==> src/rtl/blinker_pkg.sv <==
// Shared constants and elaboration helpers for the blinker square-wave generator.
package blinker_pkg;

    localparam int C_OUT_W = 12;

    // Half-period in clock cycles; 64-bit so 100 MHz x long periods cannot overflow.
    function automatic longint unsigned half_cycles(input longint unsigned clkFrq,
                                                    input longint unsigned periodMs);
        return (clkFrq * periodMs) / 64'd2000;
    endfunction

    function automatic int cnt_width(input longint unsigned half);
        int w;
        w = $clog2(half);
        return (w < 1) ? 1 : w;
    endfunction

endpackage

==> src/rtl/blinker_tick.sv <==
// Half-period counter: emits a one-cycle tick on the last cycle of every C_HALF-cycle span.
module blinker_tick
    import blinker_pkg::*;
#(
    parameter longint unsigned C_HALF = 1
) (
    input  logic clk,
    input  logic rstb,
    output logic tick
);

    localparam int                 C_CNT_W = cnt_width(C_HALF);
    localparam logic [C_CNT_W-1:0] C_LAST  = C_CNT_W'(C_HALF - 64'd1);

    logic [C_CNT_W-1:0] rCnt;

    assign tick = (rCnt == C_LAST);

    always_ff @(posedge clk) begin
        if (!rstb) begin
            rCnt <= '0;
        end else if (tick) begin
            rCnt <= '0;
        end else begin
            rCnt <= rCnt + 1'b1;
        end
    end

endmodule

==> src/rtl/blinker.sv <==
// 50% duty-cycle blink of C_PERIOD ms, replicated onto the 12-bit lamp bus.
module blinker
    import blinker_pkg::*;
#(
    parameter int C_CLK_FRQ = 100000000,
    parameter int C_PERIOD  = 1
) (
    input  logic               clk,
    input  logic               rstb,
    output logic [C_OUT_W-1:0] out
);

    localparam longint unsigned C_HALF = half_cycles(64'(C_CLK_FRQ), 64'(C_PERIOD));

    generate
        if (C_HALF < 64'd1) begin : gBadHalf
            $error("blinker: C_CLK_FRQ * C_PERIOD too small, half-period rounds to zero cycles");
        end
    endgenerate

    logic tick;
    logic rWave;

    blinker_tick #(
        .C_HALF(C_HALF)
    ) uTick (
        .clk (clk),
        .rstb(rstb),
        .tick(tick)
    );

    always_ff @(posedge clk) begin
        if (!rstb) begin
            rWave <= 1'b0;
        end else if (tick) begin
            rWave <= ~rWave;
        end
    end

    // Driven only from the wave register, so no input reaches the lamps combinationally.
    assign out = {C_OUT_W{rWave}};

endmodule

==> config.mk <==
export PLATFORM = sky130hd
export DESIGN_NAME = blinker
export DESIGN_NICKNAME = d
export VERILOG_FILES = /design/src/rtl/blinker_pkg.sv /design/src/rtl/blinker_tick.sv /design/src/rtl/blinker.sv
export SDC_FILE = /design/constraint.sdc
export NUM_CORES = 1
export LEC_CHECK = 0
export ABC_CLOCK_PERIOD_IN_PS = 3720
export CAP_MARGIN = 20
export CORE_ASPECT_RATIO = 0.75
export CORE_MARGIN = 3
export CORE_UTILIZATION = 45
export CTS_CLUSTER_DIAMETER = 200
export DETAILED_ROUTE_END_ITERATION = 16
export PLACE_DENSITY_LB_ADDON = 0.3
export SLEW_MARGIN = 20
export SYNTH_ARGS = -nofsm -noshare
export SYNTH_HDL_FRONTEND = slang
export SYNTH_SLANG_ARGS = --single-unit
==> constraint.sdc <==
create_clock -name clk -period 3.72 [get_ports clk]
set_input_delay 0.372 -clock clk [delete_from_list [all_inputs] [get_ports clk]]
set_output_delay 0.372 -clock clk [all_outputs]
set_load 0.005 [all_outputs]
==> reports/metrics.cfg, run 1 <==
[status]
status = finished, final reports clean

[global_route]
antenna_found_initial = 0
grt_pass1_wl_um = 2684
grt_max_degree = 15
grt_pass1_vias = 578
gr-total-overflow = 0
grt_use_total = 0.1407

[die]
core-area_mm2 = 0.001773
num_rows = 13
initial_core_util = 0.4884
io_pins = 14
die_w_um = 56.65
die_h_um = 43.99
die_area_mm2 = 0.002492

[timing]
worst_slew_pin_slew_ns = 0.4724
fin_skew_ns = 0.002872
setup_viol = 0
max_slew_margin = 0.6843
fin_ws_ns = 1.911
fmax_ghz = 0.5527
setup-tns-final_ns = 0
period_needed_ns = 1.809
hold_violations = 0
rsz0062_at_grt = no
slew_violations = 0
min_period_over_period = 0.4864

[clock_tree]
cts_tree = done
clock_latency_ns = 0.29
cts.sinks = 17
clk_path_buf_depth = 2
cts-root-buf = clkbuf_4
clk_pin_slew_ns = 0.10
ctsResizeCount = 0
numCtsBuffers = 3
cts_max_level = 1
ctsHoldBuffers = 0
cts_setup_buffers = 0

[synthesis]
yosys.area.top_type_share = 0.3931
yosysWarningCount = 0
synth-seq-cells = 17
syn-num-nets = 100
ys_top_cells_by_area = dfxtp_1, buf_4, xnor2_1
ys_seq_area_frac = 0.3931
netlist_instances = 97
synth_top_cell_by_area = dfxtp_1
avgSynthCellArea_um2 = 8.926
ys_types = 25
syn_area_um2 = 865.8

[worst_setup_path]
cp-end-kind = output port
cp_max_fo = 13
critical_path_buf_inv_count = 1
cp_slowest_cell = clkdlybuf4s50_1
start_kind = flip-flop
cp_top_family = buffers and inverters
cp_cell_sequence = clkdlybuf4s50_1
arrival_ns = 1.44
critical_path_required_ns = 3.35
max_stage_delay_ns = 0.59
crit_type = reg2out

[layout]
drive_gt1_frac = 0.08081
num-fill-cells = 167
area_growth_pct = 9.538
mostFrequentLayoutCells = dfxtp_1, nor2_1, clkdlybuf4s50_1
final_cell_area_um2 = 948.4
layout.cells.most_common = dfxtp_1
antenna_cells = 0
fin_nets = 103

[drt]
vias_per_cell = 5.314
drc = 0
antenna_left = 0
drt-initial-drc-count = 11
vias = 643
firstDrtPassIters = 4
routed_wirelength_um = 1561
wl_per_cell_um = 12.90

[place]
dp_slack_ns = 2.030
gp_congestion = 0.7785
dpl.hpwl_um = 1127
placed_area_um2 = 920.9
port_buffers = 13

[power]
p_leak_nw = 0.3138
pwr_density_cell_mw_per_mm2 = 312.1
ir_drop_uv = 245.0

[flow_run]
maxCapViolCount = 0

[min_path]
worstHoldPathType = reg2reg

==> cell type report <==
class / count / area, um2 / area share
Clock buffer: 3 / 22.52 / 0.02375
Multi-Input combinational cell: 64 / 419.2 / 0.4420
Inverter: 1 / 3.754 / 0.003958
Timing Repair Buffer: 13 / 130.1 / 0.1372
Sequential cell: 17 / 340.3 / 0.3588
Tap cell: 22 / 27.53 / 0.02902
Clock inverter: 1 / 5.005 / 0.005277
==> metrics by stage <==
stage,std cells,power [mW],util,hold slack [ns]
finish,121,0.2960,0.5349,0.4713
global route,121,0.3110,0.5349,0.5199
CTS,121,0.3001,0.5349,0.4793
detailed placement,117,0.2011,0.5194,0.4537
global placement,117,0.2003,0.5194,0.4453
floorplan,97,0.1974,-,0.4297
==> routing by layer <==
| metal | GRT usage | up-vias | part of all wire |
|---|---|---|---|
| met3 | 0.06250 | 4 | 0.068 |
| met2 | 0.2120 | 23 | 0.42 |
| met4 | 0.02844 | 0 | 0.0077 |
| met5 | 0 | - | 0 |
| li1 | - | 329 | - |
| met1 | 0.1874 | 287 | 0.51 |
==> cells in the mapped netlist (all sizes together) <==
cell type  count
nand3          5
nor4           2
nand2          5
xor2           3
and4bb         1
nor3           2
inv            1
nor2          13
or3            1
nor4b          1
buf           13
or2            1
xnor2          9
or4            3
ha             1
o31ai          3
nand4          6
clkbuf         2
dfxtp         17
nor4bb         1
and2           2
a21oi          3
and3           2
==> sequential cells by signal, indices dropped and copies added (netlist names) <==
register,count
rWave,1
uTick.rCnt,16
==> power by group <==
part	internal, mW	switching [mW]	total [mW]	leakage, nW
Combinational	0.00371	0.00545	0.00917	0.159
Clock	0.0401	0.0593	0.0994	0.0177
Sequential	0.185	0.00282	0.187	0.138
Total	0.228	0.0676	0.296	0.314
==> cell families after synthesis <==
kind of cell / after synthesis / synth area share
AOI/OAI and AO/OA: 6 / 0.04335
xor gates and xnor gates: 12 / 0.1214
adders and majority gates: 1 / 0.01445
buffers and inverters: 16 / 0.1228
DFF: 17 / 0.3931
and+or+nand+nor: 45 / 0.3049
==> worst paths after layout <==
path              cells past startpoint                     start                         to  slack (ns)
hold reg to reg                       1  uTick.rCnt[0]$_SDFF_PP0_   uTick.rCnt[0]$_SDFF_PP0_        0.47
hold / removal                        1  uTick.rCnt[0]$_SDFF_PP0_   uTick.rCnt[0]$_SDFF_PP0_        0.47
setup reg to reg                      4  uTick.rCnt[4]$_SDFF_PP0_  uTick.rCnt[15]$_SDFF_PP0_        1.99
setup / recovery                      1        rWave$_SDFFE_PN0N_                     out[9]        1.91
(Power assumes the default switching activity.)
==> inputs of run 2 (changes only) <==
--- a/config.mk
+++ b/config.mk
@@ -5,7 +5,7 @@
 export SDC_FILE = /design/constraint.sdc
 export NUM_CORES = 1
 export LEC_CHECK = 0
-export ABC_CLOCK_PERIOD_IN_PS = 3720
+export ABC_CLOCK_PERIOD_IN_PS = 1500
 export CAP_MARGIN = 20
 export CORE_ASPECT_RATIO = 0.75
 export CORE_MARGIN = 3
==> constraint.sdc (replaced) <==
create_clock -name clk -period 1.5 [get_ports clk]
set_input_delay 0.15 -clock clk [delete_from_list [all_inputs] [get_ports clk]]
set_output_delay 0.15 -clock clk [all_outputs]
set_load 0.005 [all_outputs]
==> run 2 against run 1 <==
Largest cell class unchanged. Clock-buffer cell count grew 1. Clock power grew 140%. Cell area grew 21%. Die area is the same. First-iteration DRC count shrank 27%. Final cell count grew 13%. Critical endpoint is now uTick.rCnt[14]$_SDFF_PP0_. Highest routed layer unchanged.
==> reports/metrics.cfg, run 2 (synthesized netlist as in run 1, its figures left out) <==
[worst_setup_path]
rr_worst_depth = 5  ; +1
cp.depth = 5  ; +4
arrival_ns = 1.69  ; +0.25 ns
critical_path_required_ns = 1.73  ; -1.62 ns
cp_cell_sequence = ha_4 > nand2_1 > or2_2 > or4_4 > a21oi_2
cp-end-kind = flip-flop
crit_type = reg2reg
cp_slowest_cell = or4_4
cp_top_family = simple AND/OR/NAND/NOR gates
start_kind = flip-flop
cp_max_fo = 3  ; -10
critical_path_buf_inv_count = 0  ; -1
max_stage_delay_ns = 0.42  ; -0.17 ns
r2r_setup_slack_ns = 0.04  ; -1.95 ns

[timing]
slew_violations = 0  ; unchanged
max_slew_margin = 0.7841  ; +0.09978
min_period_over_period = 0.9748
period_needed_ns = 1.462
fin_skew_ns = 0.004066  ; +0.001194 ns
setup_viol = 0  ; unchanged
hold_violations = 0  ; unchanged
fmax_ghz = 0.6839
rsz0062_at_grt = yes
worst_slew_pin_slew_ns = 0.3212  ; -0.1513 ns

[layout]
register_area_um2 = 360.3  ; +5.9%
largest_register = uTick.rCnt
layout.cells.most_common = buf_4
largest_register_ff_count = 16  ; unchanged
antenna_cells = 0  ; unchanged
area_growth_pct = 32.80
multi_input_area_um2 = 474.2  ; +13%
num-fill-cells = 145  ; -13%
mostFrequentLayoutCells = buf_4, nor2_1, clkdlybuf4s50_1
biggestRegsByFlops = uTick.rCnt x16, rWave x1
final_cell_area_mm2 = 0.001150  ; +21%
fin_nets = 119  ; +16%
drive_gt1_frac = 0.3826  ; +0.3018

[status]
status = finished, final reports clean

[place]
placed_area_mm2 = 0.001046  ; +14%
dpl.hpwl_um = 1364  ; +21%
gp_congestion = 0.8196  ; +5.3%
port_buffers = 13  ; unchanged

[die]
initial_core_util = 0.4884  ; unchanged
die_area_mm2 = 0.002492  ; unchanged
num_rows = 13  ; unchanged
die_w_um = 56.65  ; unchanged
io_pins = 14  ; unchanged
die_h_um = 43.99  ; unchanged
core-area_mm2 = 0.001773  ; unchanged

[drt]
vias = 715  ; +11%
vias_per_cell = 5.219  ; -1.8%
drt-initial-drc-count = 8  ; -3
drc = 0  ; unchanged
firstDrtPassIters = 4  ; unchanged
routed_wirelength_um = 1821  ; +17%
antenna_left = 0  ; unchanged
wl_per_cell_um = 13.29  ; +3.0%

[global_route]
antenna_found_initial = 0  ; unchanged
grt_pass1_vias = 673  ; +16%
grt_pass1_wl_um = 3042  ; +13%
grt_max_degree = 14  ; -1
gr-total-overflow = 0  ; unchanged
grt_use_total = 0.1591  ; +0.01840

[clock_tree]
clk_pin_slew_ns = 0.10  ; about the same
clock_latency_ns = 0.29  ; about the same
cts-root-buf = clkbuf_4
cts_max_level = 1  ; unchanged
cts_tree = done
numCtsBuffers = 3  ; unchanged
clk_path_buf_depth = 2  ; unchanged
cts.sinks = 17  ; unchanged

[min_path]
whs_path_depth = 1  ; unchanged
worstHoldPathType = reg2reg

[power]
pwr_density_cell_mw_per_mm2 = 651.9  ; +110%
ir_drop_uv = 461.3  ; +88%
p_leak_nw = 0.4009  ; +28%
p_total_mw = 0.7496  ; +150%

[flow_run]
maxCapViolCount = 0  ; unchanged

run 2: final cells by class:
cell class	instances	share of cell area
tap	22	0.02394
timing repair buffer	29	0.2242
clock buffer	4	0.02285
inverter	1	0.003264
sequential	17	0.3134
multi-input combinational	64	0.4124
run 2: final timing paths:
check	end	startpoint
max	uTick.rCnt[14]$_SDFF_PP0_	uTick.rCnt[1]$_SDFF_PP0_
min	uTick.rCnt[0]$_SDFF_PP0_	uTick.rCnt[0]$_SDFF_PP0_
max reg2reg	uTick.rCnt[14]$_SDFF_PP0_	uTick.rCnt[1]$_SDFF_PP0_
min reg2reg	uTick.rCnt[0]$_SDFF_PP0_	uTick.rCnt[0]$_SDFF_PP0_
run 2: what timing repair did:
item	CTS	global route
gates resized for setup	3	16
pin swaps	6	5
endpoints found under the setup margin	14	27
hold buffers	0	0
buffers inserted	0	2
run 2: stage by stage:
step	utilization	setup WS (ns)	setup TNS (ns)	instances	hold WS (ns)
final	0.6486	0.03779	0	137	0.4642
after global routing	0.6486	-0.04010	-0.4025	137	0.4893
after CTS	0.6076	0.0002623	0	135	0.4692
after detailed placement	0.5900	-0.03871	-0.05410	131	0.4718
after global placement	0.5900	0.01738	0	131	0.4376
after floorplan	-	-0.01317	-0.01317	97	0.2716
run 2: power breakdown:
group | switching, mW | leakage (nW) | total, mW | internal [mW]
Combinational | 0.0184 | 0.243 | 0.0400 | 0.0216
Sequential | 0.00970 | 0.143 | 0.466 | 0.456
Clock | 0.140 | 0.0150 | 0.243 | 0.103
Total | 0.168 | 0.401 | 0.750 | 0.581
run 2: per-layer routing:
metal	track usage	vias up	wire (um)
met2	0.2442	20	867
met3	0.06548	2	90
met5	0	-	0
met1	0.2130	328	848
met4	0.02844	0	14
li1	-	365	-
